==> src/rtl/sub_pixel_pkg.sv <==
// rtl/sub_pixel_pkg.sv - shared pixel/row constants for the sub-pixel interpolation path
// Purpose: geometry of the reference block; the interpolator uses the same constants.
// Ports: none (package).
package sub_pixel_pkg;
  localparam int PIX_W = 8;             // bits per pixel
  localparam int BLK   = 15;            // rows per block and pixels per row
  localparam int IDX_W = 4;             // row/column index width, 2**IDX_W > BLK
  localparam int ROW_W = PIX_W * BLK;   // packed row width (120)

  // Index-width forms of the block bounds, so index compares stay width-matched.
  localparam logic [IDX_W-1:0] BLK_IDX  = IDX_W'(BLK);
  localparam logic [IDX_W-1:0] LAST_IDX = IDX_W'(BLK - 1);
endpackage

==> src/rtl/row_bank.sv <==
// rtl/row_bank.sv - BLK x ROW_W row store with byte write port and row read port
// Purpose: holds one reference block; written one pixel at a time, read one row at a time.
// Ports:
//   clk      in   clock
//   we       in   pixel write enable
//   wr_row   in   row being written
//   wr_col   in   column being written (col0 lands in the row's MSB byte)
//   wr_data  in   pixel value
//   rd_row   in   row to read (combinational); out-of-range rows read as 0
//   rd_data  out  packed row
module row_bank
  import sub_pixel_pkg::*;
(
  input  logic             clk,
  input  logic             we,
  input  logic [IDX_W-1:0] wr_row,
  input  logic [IDX_W-1:0] wr_col,
  input  logic [PIX_W-1:0] wr_data,
  input  logic [IDX_W-1:0] rd_row,
  output logic [ROW_W-1:0] rd_data
);

  // Contents are intentionally not reset; the full flags in the top level
  // decide whether a bank holds meaningful data.
  logic [ROW_W-1:0] mem [BLK];

  always_ff @(posedge clk) begin
    if (we && (wr_row < BLK_IDX) && (wr_col < BLK_IDX)) begin
      mem[wr_row][ROW_W-1-PIX_W*wr_col -: PIX_W] <= wr_data;
    end
  end

  assign rd_data = (rd_row < BLK_IDX) ? mem[rd_row] : '0;

endmodule

==> src/rtl/ref_block_row_server.sv <==
// rtl/ref_block_row_server.sv - ping-pong reference block store serving packed rows
// Purpose: accepts a 15x15 pixel block as a raster byte stream into one of two
//   banks and returns the row selected by next_row, one cycle later, from the
//   bank currently offered to the interpolator.
// Ports:
//   clk, rst   clock, asynchronous active-high reset
//   s_valid/s_ready/s_data/s_last   pixel stream in (s_last on pixel 225)
//   blk_valid  read bank holds a complete block
//   blk_done   consumer pulse releasing the read bank
//   next_row   requested row index
//   in_row     registered packed row (col0 in MSB byte)
//   row_err    pulse: out-of-range next_row while blk_valid
//   load_err   pulse: s_last framing violation
module ref_block_row_server
  import sub_pixel_pkg::*;
(
  input  logic             clk,
  input  logic             rst,
  input  logic             s_valid,
  output logic             s_ready,
  input  logic [PIX_W-1:0] s_data,
  input  logic             s_last,
  output logic             blk_valid,
  input  logic             blk_done,
  input  logic [IDX_W-1:0] next_row,
  output logic [ROW_W-1:0] in_row,
  output logic             row_err,
  output logic             load_err
);

  logic             wb;
  logic             rb;
  logic [1:0]       full;
  logic [1:0]       full_next;
  logic [IDX_W-1:0] col;
  logic [IDX_W-1:0] row;

  logic             accept;
  logic             last_pix;
  logic             commit;
  logic             rel;

  logic [ROW_W-1:0] rd_data0;
  logic [ROW_W-1:0] rd_data1;
  logic [ROW_W-1:0] rd_sel;

  assign s_ready   = ~full[wb];
  assign blk_valid = full[rb];

  assign accept   = s_valid & s_ready;
  assign last_pix = (row == LAST_IDX) && (col == LAST_IDX);
  assign commit   = accept & last_pix;
  assign rel      = blk_done & blk_valid;

  // Commit and release can land in the same cycle; they never address the
  // same bank (commit needs full[wb]=0, release needs full[rb]=1).
  always_comb begin
    full_next = full;
    if (commit) full_next[wb] = 1'b1;
    if (rel)    full_next[rb] = 1'b0;
  end

  row_bank u_bank0 (
    .clk     (clk),
    .we      (accept & ~wb),
    .wr_row  (row),
    .wr_col  (col),
    .wr_data (s_data),
    .rd_row  (next_row),
    .rd_data (rd_data0)
  );

  row_bank u_bank1 (
    .clk     (clk),
    .we      (accept & wb),
    .wr_row  (row),
    .wr_col  (col),
    .wr_data (s_data),
    .rd_row  (next_row),
    .rd_data (rd_data1)
  );

  assign rd_sel = rb ? rd_data1 : rd_data0;

  always_ff @(posedge clk or posedge rst) begin
    if (rst) begin
      wb       <= 1'b0;
      rb       <= 1'b0;
      full     <= 2'b00;
      col      <= '0;
      row      <= '0;
      in_row   <= '0;
      row_err  <= 1'b0;
      load_err <= 1'b0;
    end else begin
      row_err  <= 1'b0;
      load_err <= 1'b0;

      if (accept) begin
        if (last_pix) begin
          // Block commits even without s_last; the missing marker is flagged.
          col      <= '0;
          row      <= '0;
          wb       <= ~wb;
          load_err <= ~s_last;
        end else if (s_last) begin
          // Early s_last: drop the partial block, restart at pixel 0 of the same bank.
          col      <= '0;
          row      <= '0;
          load_err <= 1'b1;
        end else if (col == LAST_IDX) begin
          col <= '0;
          row <= row + 1'b1;
        end else begin
          col <= col + 1'b1;
        end
      end

      full <= full_next;
      if (rel) rb <= ~rb;

      // in_row holds its value whenever no complete block is offered.
      if (blk_valid) begin
        if (next_row < BLK_IDX) begin
          in_row <= rd_sel;
        end else begin
          in_row  <= '0;
          row_err <= 1'b1;
        end
      end
    end
  end

endmodule

==> config.mk <==
export PLATFORM = sky130hd
export DESIGN_NAME = ref_block_row_server
export DESIGN_NICKNAME = d
export VERILOG_FILES = /design/src/rtl/sub_pixel_pkg.sv /design/src/rtl/row_bank.sv /design/src/rtl/ref_block_row_server.sv
export SDC_FILE = /design/constraint.sdc
export NUM_CORES = 2
export LEC_CHECK = 0
export CORE_ASPECT_RATIO = 1.1
export CORE_MARGIN = 2
export CORE_UTILIZATION = 45
export DETAILED_ROUTE_END_ITERATION = 10
export SKIP_CTS_REPAIR_TIMING = 1
export SLEW_MARGIN = 20
export SYNTH_ARGS = -nofsm -noshare
export SYNTH_HDL_FRONTEND = slang
export SYNTH_HIERARCHICAL = 1
export SYNTH_SLANG_ARGS = --single-unit
==> constraint.sdc <==
create_clock -name clk -period 4.35 [get_ports clk]
set_input_delay 1.0875 -clock clk [delete_from_list [all_inputs] [get_ports clk]]
set_output_delay 1.0875 -clock clk [all_outputs]
set_load 0.005 [all_outputs]
After elaboration in Yosys (flattened, before gate mapping)

Memory sizes are Yosys's and may differ from the RTL's.
Cells that the tools add are included.
Widths: inputs -> output; s select.

Flip-flop bits (word level): 134
Bits in writable memories: 3600
Input port bits: 17
Output and inout bits: 124
Logic and storage cells: 74
Memories: 2

Add/subtract/negate cells: 4
Order comparisons: 7
Eq/ne operators: 2
Shift-type cells: 2
Multiplexer cells: 27
Bitwise operators: 12
Reductions and logical operators: 10

Memories:

| name        | depth | bits a word | rd ports | clocked after memory_dff | write ports | RTL line       | text |
|---|---|---|---|---|---|---|---|
| u_bank0.mem | 15    | 120         | 1        | 0                        | 1           | row_bank.sv:25 | `logic [ROW_W-1:0] mem [BLK];` |
| u_bank1.mem | 15    | 120         | 1        | 0                        | 1           | row_bank.sv:25 |  |

Operator list:

| kind                     | number |
|---|---|
| $mux 120                 | 4 |
| $shift 8x34->127 const A | 1 |
| $shiftx 8x34->127        | 1 |
| $neg 32->34              | 1 |
| $mux 4                   | 6 |
| $mux 1                   | 13 |
| $lt 4x4->1 const B       | 3 |
| $add 4x1->4 const B      | 2 |
| $eq 4x4->1 const B       | 2 |
| $sub 7x7->8 const A      | 1 |
| $logic_and 1x1->1        | 7 |
| $and 1x1->1              | 5 |
| $lt 1x2->1 const B       | 2 |
| $mux 2                   | 2 |
| $not 1->1                | 4 |
| $reduce_and 2->1         | 2 |
| $reduce_bool 3->1        | 1 |
| $and 2x2->2              | 1 |
| $demux 1 s1              | 2 |
| $ge 1x1->1 const B       | 2 |
| $not 2->2                | 1 |
| $or 2x2->2               | 1 |

Longest topological paths before layout

Depth in word-level cells: 9
Mapped depth: 10
Depth with buffers taken out: 9

Modules after synthesis

Netlist, hierarchy kept.

By module, submodules not included:

| module               | times used | cells an instance | area an instance (µm²) | seq. area each (µm²) |
|---|---|---|---|---|
| row_bank at u_bank1  | 1          | 3799              | 70060.9                | 54051.8 |
| row_bank at u_bank0  | 1          | 3799              | 70023.4                | 54051.8 |
| ref_block_row_server | 1          | 600               | 6211.0                 | 3353.2 |

Worst setup path before layout

No wires, ideal clock.

Path kind: input-to-reg
Start: input s_valid
End: memory u_bank0/mem[10][32] in the netlist's numbering (enable)
Library setup time: 383 ps
Arrival: 2625 ps
Required time: 3967 ps
Path slack: 1342 ps
Stages: 6
Buffers on the path: 2
Cells stage by stage: nor3b_1 -> and3_1 -> buf_2 -> o21ai_1 -> clkbuf_1 -> nor3_1

Cells in the longest elaborated chain, start to end: 6

Ends and longest elaborated chain:

| item                           | RTL line                   | text |
|---|---|---|
| start, declared                | ref_block_row_server.sv:19 | `input logic s_valid,` |
| $and 1x1->1                    | ref_block_row_server.sv:50 | `assign accept = s_valid & s_ready;` |
| $and 1x1->1                    | ref_block_row_server.sv:65 | `.we (accept & ~wb),` |
| $logic_and 1x1->1 (2 in a row) | row_bank.sv:28             | `if (we && (wr_row < BLK_IDX) && (wr_col < BLK_IDX)) begin` |
| $mux 1                         | row_bank.sv:28             |  |
| $mux 120 (not written as such) | row_bank.sv:29             | `mem[wr_row][ROW_W-1-PIX_W*wr_col -: PIX_W] <= wr_data;` |
| end, declared                  | row_bank.sv:25             |  |

Every way passes these cells.

Worst setup path after layout

Start: register col[1]
End: memory u_bank1/mem[2][45] in the netlist's numbering (data pin)

Cells in the longest elaborated chain, start to end: 3

Ends and longest elaborated chain:

| item                   | RTL line                    | text |
|---|---|---|
| start, declared        | ref_block_row_server.sv:35  | `logic [IDX_W-1:0] col;` |
| start signal, assigned | ref_block_row_server.sv:115 | `col <= col + 1'b1;` |
| $sub 7x7->8            | row_bank.sv:29              |  |
| $neg 32->34            | row_bank.sv:29              |  |
| $shiftx 8x34->127      | row_bank.sv:29              |  |
| end, declared          | row_bank.sv:25              |  |

Every way passes these cells.

==> impl_metrics.tcl <==
set metrics [dict create \
    hpwl_mm 272 \
    track_usage_pct 24.9 \
    p_per_area_nw_per_um2 446 \
    fin_tns_setup_ns 0 \
    path_buf_inv 1 \
    maxSlewHeadroom_pct 16.9 \
    clock_sinks 3734 \
    nets 9059 \
    grt_max_degree 109 \
    dr.pass1.iters 6 \
    die_w_um 548 \
    regToRegEndpoint "u_bank1/mem[2][45]" \
    initial_core_util_pct 45.2 \
    multi_input_area_um2 32900 \
    slew_violations 0 \
    grtUsageMet3_pct 4.69 \
    synth_area_leaders "edfxtp_1 (74%), mux4_2 (7.4%), mux2i_1 (5.7%)" \
    holdPathStages 2 \
    vias 80500 \
    yosysWarnings 6 \
    busiest_layer "met2" \
    synth.distinct_cells 49 \
    grt_first_pass_wirelength_mm 589 \
    cts_buffer_depth 4 \
    status "completed" \
    cts-root-buf "clkbuf_16" \
    max_slew.worst_pin.slew_ns 1.24 \
    worst_setup_path_start_kind "flip-flop" \
    drive_gt1_share_pct 21.1 \
    setup_viol 0 \
    rsz0062_at_grt "no" \
    wl_per_cell_um 30.5 \
    vdd.ir_drop.worst_mv 0.339 \
    synthCells 8198 \
    clk_pin_slew_ns 0.06 \
    critPathTopFamily "compound AO/OA/AOI/OAI gates" \
    r2r_slack_ns 0.45 \
    synth_seq_cells 3734 \
    cts_buffers 365 \
    seq_area_frac_synth_pct 76.2 \
    use_met1_pct 33.5 \
    cp.arrival_ns 4.41 \
    cts.htree.levels 5 \
    min_period_over_period_pct 89.6 \
    synthesis.nets 8224 \
    io_buffer_count 140 \
    async_flop_share_pct 3.59 \
    via_per_inst 5.90 \
    dieArea_um2 330000 \
    final.setup_skew_ns 0.0424 \
    pre_cts_ws_ns 0.147 \
    postRouteAntennaNets 0 \
    synth.most_common_cell "edfxtp_1" \
    slowest_delay_ns 0.99 \
    drc 0 \
    whs_endpoint "in_row[30]" \
    worst-endpoint-required_ns 4.86 \
    n_fill_cell 25200 \
    period_needed_ns 3.90 \
    cellLeakagePower_nw 57.6 \
    yosysTopAreaCellShare_pct 73.9 \
    wirelength_mm 416 \
    use_met2_pct 40.5 \
    criticalPathCategory "flip-flop to flip-flop" \
    maxCapViolCount 0 \
    synth_edf_count 3600 \
    drtIter0Drc 9751 \
    synthFlopType "edfxtp_1" \
    gp_congestion 0.867 \
    clk_latency_ns 0.91 \
    critical_path.max_fanout 15 \
    grt_pass1_vias 80100 \
    finalHoldViolCount 0 \
    netlist_top_cells_count "edfxtp_1 (3,600), mux2i_1 (839), nor2_1 (820)" \
    fp-row-count 219 \
    post-route-util_pct 52.7 \
    syn2layout_area_growth_pct 16.5 \
    r2r-start "col[1]" \
    ioPinCount 141 \
    synth_area_um2 146000 \
    die_h_um 602 \
    worstHoldStart "in_row[30]" \
    end_kind "flip-flop" \
    cp_slowest_cell "nor2_1" \
    coreArea_um2 324000 \
    fmaxAchievable_mhz 257 \
    hold_class "flip-flop to flip-flop" \
    antenna_found_initial 40 \
    rr_worst_depth 6 \
    fin_ws_ns 0.454 \
    overflow 0 \
    yosys.area.top_type "edfxtp_1" \
    syn_area_per_cell_um2 17.8 \
    regArea_um2 111000 \
    path_cells "ha_1, a21o_1, a21boi_2, buf_4, o21ai_4, nor2_1" \
    cts_tree "yes" \
]
==> report_power, final <==
group	switching (W)	internal (W)
registers	0.0000663	0.0394
clock network	0.0133	0.0184
logic	0.00361	0.00139
total	0.0170	0.0591
==> placed cells by master (no fill, tap or decap), types with 17 or more instances in the layout <==
cell type	synthesis	final
clkbuf_1	311	80
nor3_1	121	121
clkinv_1	0	59
a21oi_1	243	243
buf_4	14	816
nor2_1	820	804
edfxtp_1	3600	3600
clkdlybuf4s50_1	0	136
bufinv_16	0	41
clkinv_2	0	63
o211ai_1	240	240
buf_12	0	59
dfrtp_1	134	133
mux4_2	480	480
nand2_1	415	396
o21ai_1	167	153
diode_2	0	19
nor2_2	1	17
a221oi_1	238	238
clkbuf_16	0	375
o21ai_0	224	224
mux2i_1	839	838
==> worst max path at each step <==
stage	start	endpoint	slack [ns]	cells after the start
global route	col[0]	u_bank1/mem[4][45]	0.39	6
floorplan	s_valid	u_bank0/mem[10][32]	1.34	6
global placement	s_valid	u_bank0/mem[2][29]	0.27	5
detailed placement	s_valid	u_bank1/mem[3][88]	0.15	6
finish	col[1]	u_bank1/mem[2][45]	0.45	6
CTS	col[1]	u_bank1/mem[3][37]	0.44	6
==> flip-flops by register name (all words and copies together) (netlist names) <==
name and count:
in_row 120, load_err 1, rb 1, full 2, col 4, row_err 1, wb 1, row 4
u_bank1/mem 1800, u_bank0/mem 1800
==> final cells by class <==
class	instances	area share [%]
clock inverters	198	1.23
flip-flops and latches	3734	65.4
well taps	4309	3.16
clock buffers	462	5.74
inverters	9	0.0220
repair buffers	1015	5.13
multi-input cells	3908	19.3
diodes	19	0.0279
==> tightest hold or removal path: stages (launching register included) <==
cell,delay [ns]
dfrtp_1,0.34
nand2_1,0.05
o21ai_1,0.06
==> per-layer routing <==
layer	wire length, um	vias to the layer above
met4	15800	22
li1	-	34300
met5	141	-
met3	36200	640
met1	163000	41900
met2	201000	3632
==> metrics by stage <==
step	instance area, um2	hold WS [ns]	power [W]	instances
6_report	170000	0.485	0.0761	13700
5_1_grt	170000	0.516	0.0781	13600
4_1_cts	170000	0.489	0.0765	13600
3_5_place_dp	158000	0.476	0.0452	13000
3_3_place_gp	158000	0.468	0.0451	13000
2_1_floorplan	146000	0.479	0.0425	8198
==> cell families after synthesis <==
| kind of cell | share of synthesized area, % |
|---|---|
| compound gates | 4.97 |
| fa+ha+maj | 0.0770 |
| xor+xnor | 0.0120 |
| simple gates | 3.94 |
| mux | 13.2 |
| buf+inv | 1.63 |
| flops | 76.2 |
(Power assumes the default switching activity.)
